===== src/rtl/instruction_fetch_unit_if.sv =====
// rtl/instruction_fetch_unit_if.sv - fetch-unit bundle: decode handshake, redirect and instruction memory port
interface instruction_fetch_unit_if #(
   parameter int ADDR_WIDTH = 8,
   parameter int CNT_WIDTH  = 16
);
   logic                  stall;
   logic                  redirect_valid;
   logic [ADDR_WIDTH-1:0] redirect_target;
   logic [ADDR_WIDTH-1:0] imem_addr;
   logic [31:0]           imem_data;
   logic                  if_valid;
   logic [31:0]           if_instr;
   logic [ADDR_WIDTH-1:0] if_pc;
   logic [ADDR_WIDTH-1:0] if_pc_plus4;
   logic                  misalign_err;
   logic [CNT_WIDTH-1:0]  fetch_count;

   modport master (
      input  stall, redirect_valid, redirect_target, imem_data,
      output imem_addr, if_valid, if_instr, if_pc, if_pc_plus4, misalign_err, fetch_count
   );

   modport slave (
      output stall, redirect_valid, redirect_target, imem_data,
      input  imem_addr, if_valid, if_instr, if_pc, if_pc_plus4, misalign_err, fetch_count
   );
endinterface


===== src/rtl/instruction_fetch_unit.sv =====
// rtl/instruction_fetch_unit.sv - PC owner and fetch-to-decode handshake for a 1-cycle registered instruction memory
module instruction_fetch_unit #(
   parameter int                    ADDR_WIDTH = 8,
   parameter logic [ADDR_WIDTH-1:0] RESET_PC   = '0,
   parameter int                    CNT_WIDTH  = 16
) (
   input logic                      clock,
   input logic                      reset,
   instruction_fetch_unit_if.master bus
);
   localparam logic [ADDR_WIDTH-1:0] PC_STEP = ADDR_WIDTH'(4);

   logic [ADDR_WIDTH-1:0] pc;
   logic [ADDR_WIDTH-1:0] req_pc;
   logic [ADDR_WIDTH-1:0] tgt;
   logic                  req_valid;
   logic                  hold;
   logic                  accept;
   logic                  misalign_err;
   logic [CNT_WIDTH-1:0]  fetch_count;

   assign tgt    = {bus.redirect_target[ADDR_WIDTH-1:2], 2'b00};
   assign hold   = bus.stall && req_valid;
   assign accept = req_valid && !bus.stall && !bus.redirect_valid;

   // Re-reading req_pc while held keeps imem_data stable for decode.
   always_comb begin
      bus.imem_addr = pc;
      if (bus.redirect_valid) begin
         bus.imem_addr = tgt;
      end else if (hold) begin
         bus.imem_addr = req_pc;
      end
   end

   always_ff @(posedge clock) begin
      if (reset) begin
         pc           <= RESET_PC;
         req_pc       <= RESET_PC;
         req_valid    <= 1'b0;
         fetch_count  <= '0;
         misalign_err <= 1'b0;
      end else begin
         misalign_err <= bus.redirect_valid && (bus.redirect_target[1:0] != 2'b00);
         if (accept) begin
            fetch_count <= fetch_count + 1'b1;
         end
         if (bus.redirect_valid) begin
            req_pc    <= tgt;
            req_valid <= 1'b1;
            pc        <= tgt + PC_STEP;
         end else if (!hold) begin
            req_pc    <= pc;
            req_valid <= 1'b1;
            pc        <= pc + PC_STEP;
         end
      end
   end

   assign bus.if_valid     = req_valid;
   assign bus.if_pc        = req_pc;
   assign bus.if_pc_plus4  = req_pc + PC_STEP;
   assign bus.if_instr     = req_valid ? bus.imem_data : 32'h0;
   assign bus.misalign_err = misalign_err;
   assign bus.fetch_count  = fetch_count;
endmodule

===== src/flat_wrapper.sv =====
// flat-port wrapper written by rule: the top's interface ports become plain ports
module instruction_fetch_unit_flat 
#(
   parameter int                    ADDR_WIDTH = 8,
   parameter logic [ADDR_WIDTH-1:0] RESET_PC   = '0,
   parameter int                    CNT_WIDTH  = 16
)
  (clock, reset, bus_stall, bus_redirect_valid, bus_redirect_target, bus_imem_data, bus_imem_addr, bus_if_valid, bus_if_instr, bus_if_pc, bus_if_pc_plus4, bus_misalign_err, bus_fetch_count);
  instruction_fetch_unit_if #(.ADDR_WIDTH(ADDR_WIDTH), .CNT_WIDTH(CNT_WIDTH)) bus_i ();
  input logic clock;
  input logic reset;
  input wire logic [$bits(bus_i.stall)-1:0] bus_stall;
  input wire logic [$bits(bus_i.redirect_valid)-1:0] bus_redirect_valid;
  input wire logic [$bits(bus_i.redirect_target)-1:0] bus_redirect_target;
  input wire logic [$bits(bus_i.imem_data)-1:0] bus_imem_data;
  output wire logic [$bits(bus_i.imem_addr)-1:0] bus_imem_addr;
  output wire logic [$bits(bus_i.if_valid)-1:0] bus_if_valid;
  output wire logic [$bits(bus_i.if_instr)-1:0] bus_if_instr;
  output wire logic [$bits(bus_i.if_pc)-1:0] bus_if_pc;
  output wire logic [$bits(bus_i.if_pc_plus4)-1:0] bus_if_pc_plus4;
  output wire logic [$bits(bus_i.misalign_err)-1:0] bus_misalign_err;
  output wire logic [$bits(bus_i.fetch_count)-1:0] bus_fetch_count;
  assign bus_i.stall = bus_stall;
  assign bus_i.redirect_valid = bus_redirect_valid;
  assign bus_i.redirect_target = bus_redirect_target;
  assign bus_i.imem_data = bus_imem_data;
  assign bus_imem_addr = bus_i.imem_addr;
  assign bus_if_valid = bus_i.if_valid;
  assign bus_if_instr = bus_i.if_instr;
  assign bus_if_pc = bus_i.if_pc;
  assign bus_if_pc_plus4 = bus_i.if_pc_plus4;
  assign bus_misalign_err = bus_i.misalign_err;
  assign bus_fetch_count = bus_i.fetch_count;
  instruction_fetch_unit #(.ADDR_WIDTH(ADDR_WIDTH), .RESET_PC(RESET_PC), .CNT_WIDTH(CNT_WIDTH)) u_core (.clock(clock), .reset(reset), .bus(bus_i));
endmodule

===== config.mk =====
export PLATFORM = sky130hd
export DESIGN_NAME = instruction_fetch_unit_flat
export DESIGN_NICKNAME = d
export VERILOG_FILES = /design/src/rtl/instruction_fetch_unit_if.sv /design/src/rtl/instruction_fetch_unit.sv /design/src/flat_wrapper.sv
export SDC_FILE = /design/constraint.sdc
export NUM_CORES = 1
export LEC_CHECK = 0
export CAP_MARGIN = 5
export CORE_AREA = 2 2 71 73
export CTS_BUF_LIST = sky130_fd_sc_hd__clkbuf_4 sky130_fd_sc_hd__clkbuf_8
export DETAILED_ROUTE_END_ITERATION = 12
export DIE_AREA = 0 0 73 75
export GPL_ROUTABILITY_DRIVEN = 0
export MAX_ROUTING_LAYER = met4
export PLACE_DENSITY = 0.85
export RECOVER_POWER = 50
export SYNTH_ARGS = -nofsm -noshare
export SYNTH_HDL_FRONTEND = slang
export SYNTH_SLANG_ARGS = --single-unit

===== constraint.sdc =====
create_clock -name clock -period 5 [get_ports clock]
set_clock_uncertainty 0.05 [all_clocks]
set_input_delay 0.5 -clock clock [delete_from_list [all_inputs] [get_ports clock]]
set_output_delay 0.5 -clock clock [all_outputs]
set_load 0.005 [all_outputs]

==> impl_metrics.yaml <==
finish:
  areaGrowthSynthToFinish_pct: 69.2
  n_antenna_cell: 0
  nets: 376
  drive_gt1_frac: 0.0303
  postLayoutCellArea_um2: 3080
  final_util: 0.660
worst_setup_path:
  path_max_fanout: 38
  cpPeakStageDelay_ps: 870
  start_kind: "flop"
  crit_type: "reg -> out"
  end_kind: "output pin"
  critical_path.cell_chain: "nand2_1 -> nor2_1 -> and2_1 -> clkdlybuf4s50_1"
  rr_worst_depth: 4
  cp.arrival_ps: 2800
  critPathSlowestCell: "dfxtp_1"
  critPathRequiredTime_ps: 4450
timing:
  rsz0062_at_grt: "no"
  finalHoldViolCount: 0
  tns_ps: 0
  worst_slew_pin_slew_ps: 972
  fin_crit_sh: 0.670
  slew_viol_final: 0
  setup_violations: 0
  timing.final.crit_period_ps: 3350
  fmax_ghz: 0.299
  setup_ws_ps: 1650
  slew_headroom: 0.351
grt:
  grt_use_met2: 0.366
  busiest_layer: "met2"
  grt-ovfl-total: 0
  grt_pass1_wl_um: 8520
  grt_use_total: 0.207
  grt_max_degree: 39
  use_met1: 0.221
  grt_pass1_vias: 1801
  antenna_found_initial: 0
  use_met3: 0.0589
logic_synthesis:
  synth_area_um2: 1820
  netlist_instances: 219
  ys_seq_area_frac: 0.352
  synthesis.nets: 266
  yosysUniqueCellTypes: 33
  synth_warnings: 0
  ys_seq_elements: 32
  synth_area_per_cell_um2: 8.30
detailed_routing:
  drc: 0
  dr_total_vias: 1968
  first_iter_violations: 63
  final_antenna_net_count: 0
  finalWirelength_um: 5500
  first_pass_iters: 4
  avgRoutedWirePerCell_um: 14.3
  vias_per_cell: 5.13
job:
  maxCapViolCount: 0
floorplan:
  die_x_um: 73
  ios: 118
  start_util: 0.390
  rows: 25
  die_h_um: 75
  core-area_um2: 4660
  die-area_um2: 5480
placed_design:
  dp_slack_ps: 1830
  port_buffers: 117
  dp_hpwl_um: 4190
  dpl_cell_area_um2: 2990
pwr:
  vdd_drop_max_mv: 0.165
  power.density_nw_per_um2: 204
  leakage_nw: 1.31
clock_network:
  ctsResizeCount: 0
  h-tree-depth: 2
  ctsHoldBuffers: 0
  root_buffer: "clkbuf_8"
  cts_tree: "built"
  numCtsBuffers: 5
  postCtsSetupBuffers: 0
  clkTransAtPathRegs_ps: 70
  clk_latency_ps: 280
  cts_buffer_depth: 2
  numClockSinks: 32
min_path:
  whs_path_depth: 2
  min-delay-path-class: "reg -> reg"
status:
  status: "completed"
[cell usage in the layout (no fill, tap or decap), drive strengths merged]
cell type	instances
a2111o	1
a211oi	1
a21boi	1
a21oi	9
and2	41
and3	7
and4	2
and4bb	1
clkbuf	8
clkdlybuf4s50	82
dfxtp	32
dlygate4sd3	35
ha	3
inv	6
mux2	1
mux2i	8
nand2	14
nand3	9
nand4	8
nand4b	1
nor2	15
nor3	1
nor3b	2
o211a	2
o21a	1
o21ai	13
o31ai	1
or3	4
or4	1
xnor2	6
xor2	14
[flip-flops by register name (all words and copies together), names as in the netlist]
register and cells:
u_core.bus.fetch_count 16, u_core.pc 6, u_core.bus.misalign_err 1, u_core.bus.if_valid 1, u_core.bus.if_pc 8
[cells in the mapped netlist]
cell type | instances | area (µm²)
and2_1 | 41 | 257
dfxtp_1 | 32 | 641
nor2_1 | 15 | 56.3
nand2_1 | 14 | 52.6
xor2_1 | 14 | 123
o21ai_0 | 13 | 65.1
clkbuf_1 | 11 | 41.3
a21oi_1 | 9 | 45.0
mux2i_1 | 8 | 80.1
nand3_1 | 8 | 40.0
nand4_1 | 8 | 50.1
and3_1 | 7 | 43.8
inv_1 | 6 | 22.5
xnor2_1 | 6 | 52.6
or3_1 | 4 | 25.0
ha_1 | 3 | 37.5
and4_1 | 2 | 17.5
buf_4 | 2 | 15.0
o211a_1 | 2 | 20.0
a2111o_1 | 1 | 11.3
a211oi_1 | 1 | 7.51
a21boi_0 | 1 | 7.51
and4bb_2 | 1 | 12.5
buf_6 | 1 | 11.3
mux2_2 | 1 | 11.3
nand3_2 | 1 | 10.0
nand4b_1 | 1 | 8.76
nor3_1 | 1 | 5.00
nor3b_1 | 1 | 7.51
nor3b_4 | 1 | 18.8
o21a_1 | 1 | 7.51
o31ai_1 | 1 | 7.51
or4_1 | 1 | 7.51
[worst max-delay path, delay by kind of cell, from the launching register on]
family	cells	cell delay, ps
buf+inv	1	490
simple gates	3	1150
flops	1	870
[through the flow]
stage                     cells  power, mW  hold WS (ps)
after floorplan             219      0.328           408
after global placement      376      0.420           416
after detailed placement    376      0.423           430
after CTS                   384      0.637           439
after global routing        384      0.656           478
final                       384      0.628           438
[cells by family (layout without fill, tap and decap cells)]
| logic type | after synthesis | count (layout) | synth area share |
|---|---|---|---|
| and+or+nand+nor | 106 | 106 | 0.337 |
| DFF | 32 | 32 | 0.352 |
| AOI/OAI and AO/OA | 29 | 29 | 0.0943 |
| xor gates and xnor gates | 20 | 20 | 0.0964 |
| buffers and inverters | 20 | 131 | 0.0495 |
| muxes | 9 | 9 | 0.0502 |
| adders and majority gates | 3 | 3 | 0.0206 |
[layout make-up]
cell class	count	area (µm²)
tap	54	67.6
timing repair buffer	117	1170
multi-input combinational	167	1080
fill	396	1590
clock buffer	8	97.6
inverter	6	22.5
sequential	32	641
[layer usage]
metal / wire, µm / vias to the layer above
li1: - / 959
met1: 2210 / 907
met2: 2710 / 91
met3: 496 / 11
met4: 80 / 0
met5: 0 / -
[where the power goes]
group,switching (mW),internal (mW)
clock network,0.0917,0.123
logic,0.0466,0.0906
registers,0.0120,0.264
total,0.150,0.477
[final timing paths]
path	startpoint	endpoint	slack, ps
setup / recovery	u_core.bus.if_valid	bus_imem_addr[1]	1650
hold / removal	u_core.bus.fetch_count[15]	u_core.bus.fetch_count[15]	440
setup reg to reg	u_core.bus.if_valid	u_core.bus.fetch_count[15]	2180
hold reg to reg	u_core.bus.fetch_count[15]	u_core.bus.fetch_count[15]	440
Note: power is estimated with default switching activity, not from simulation.
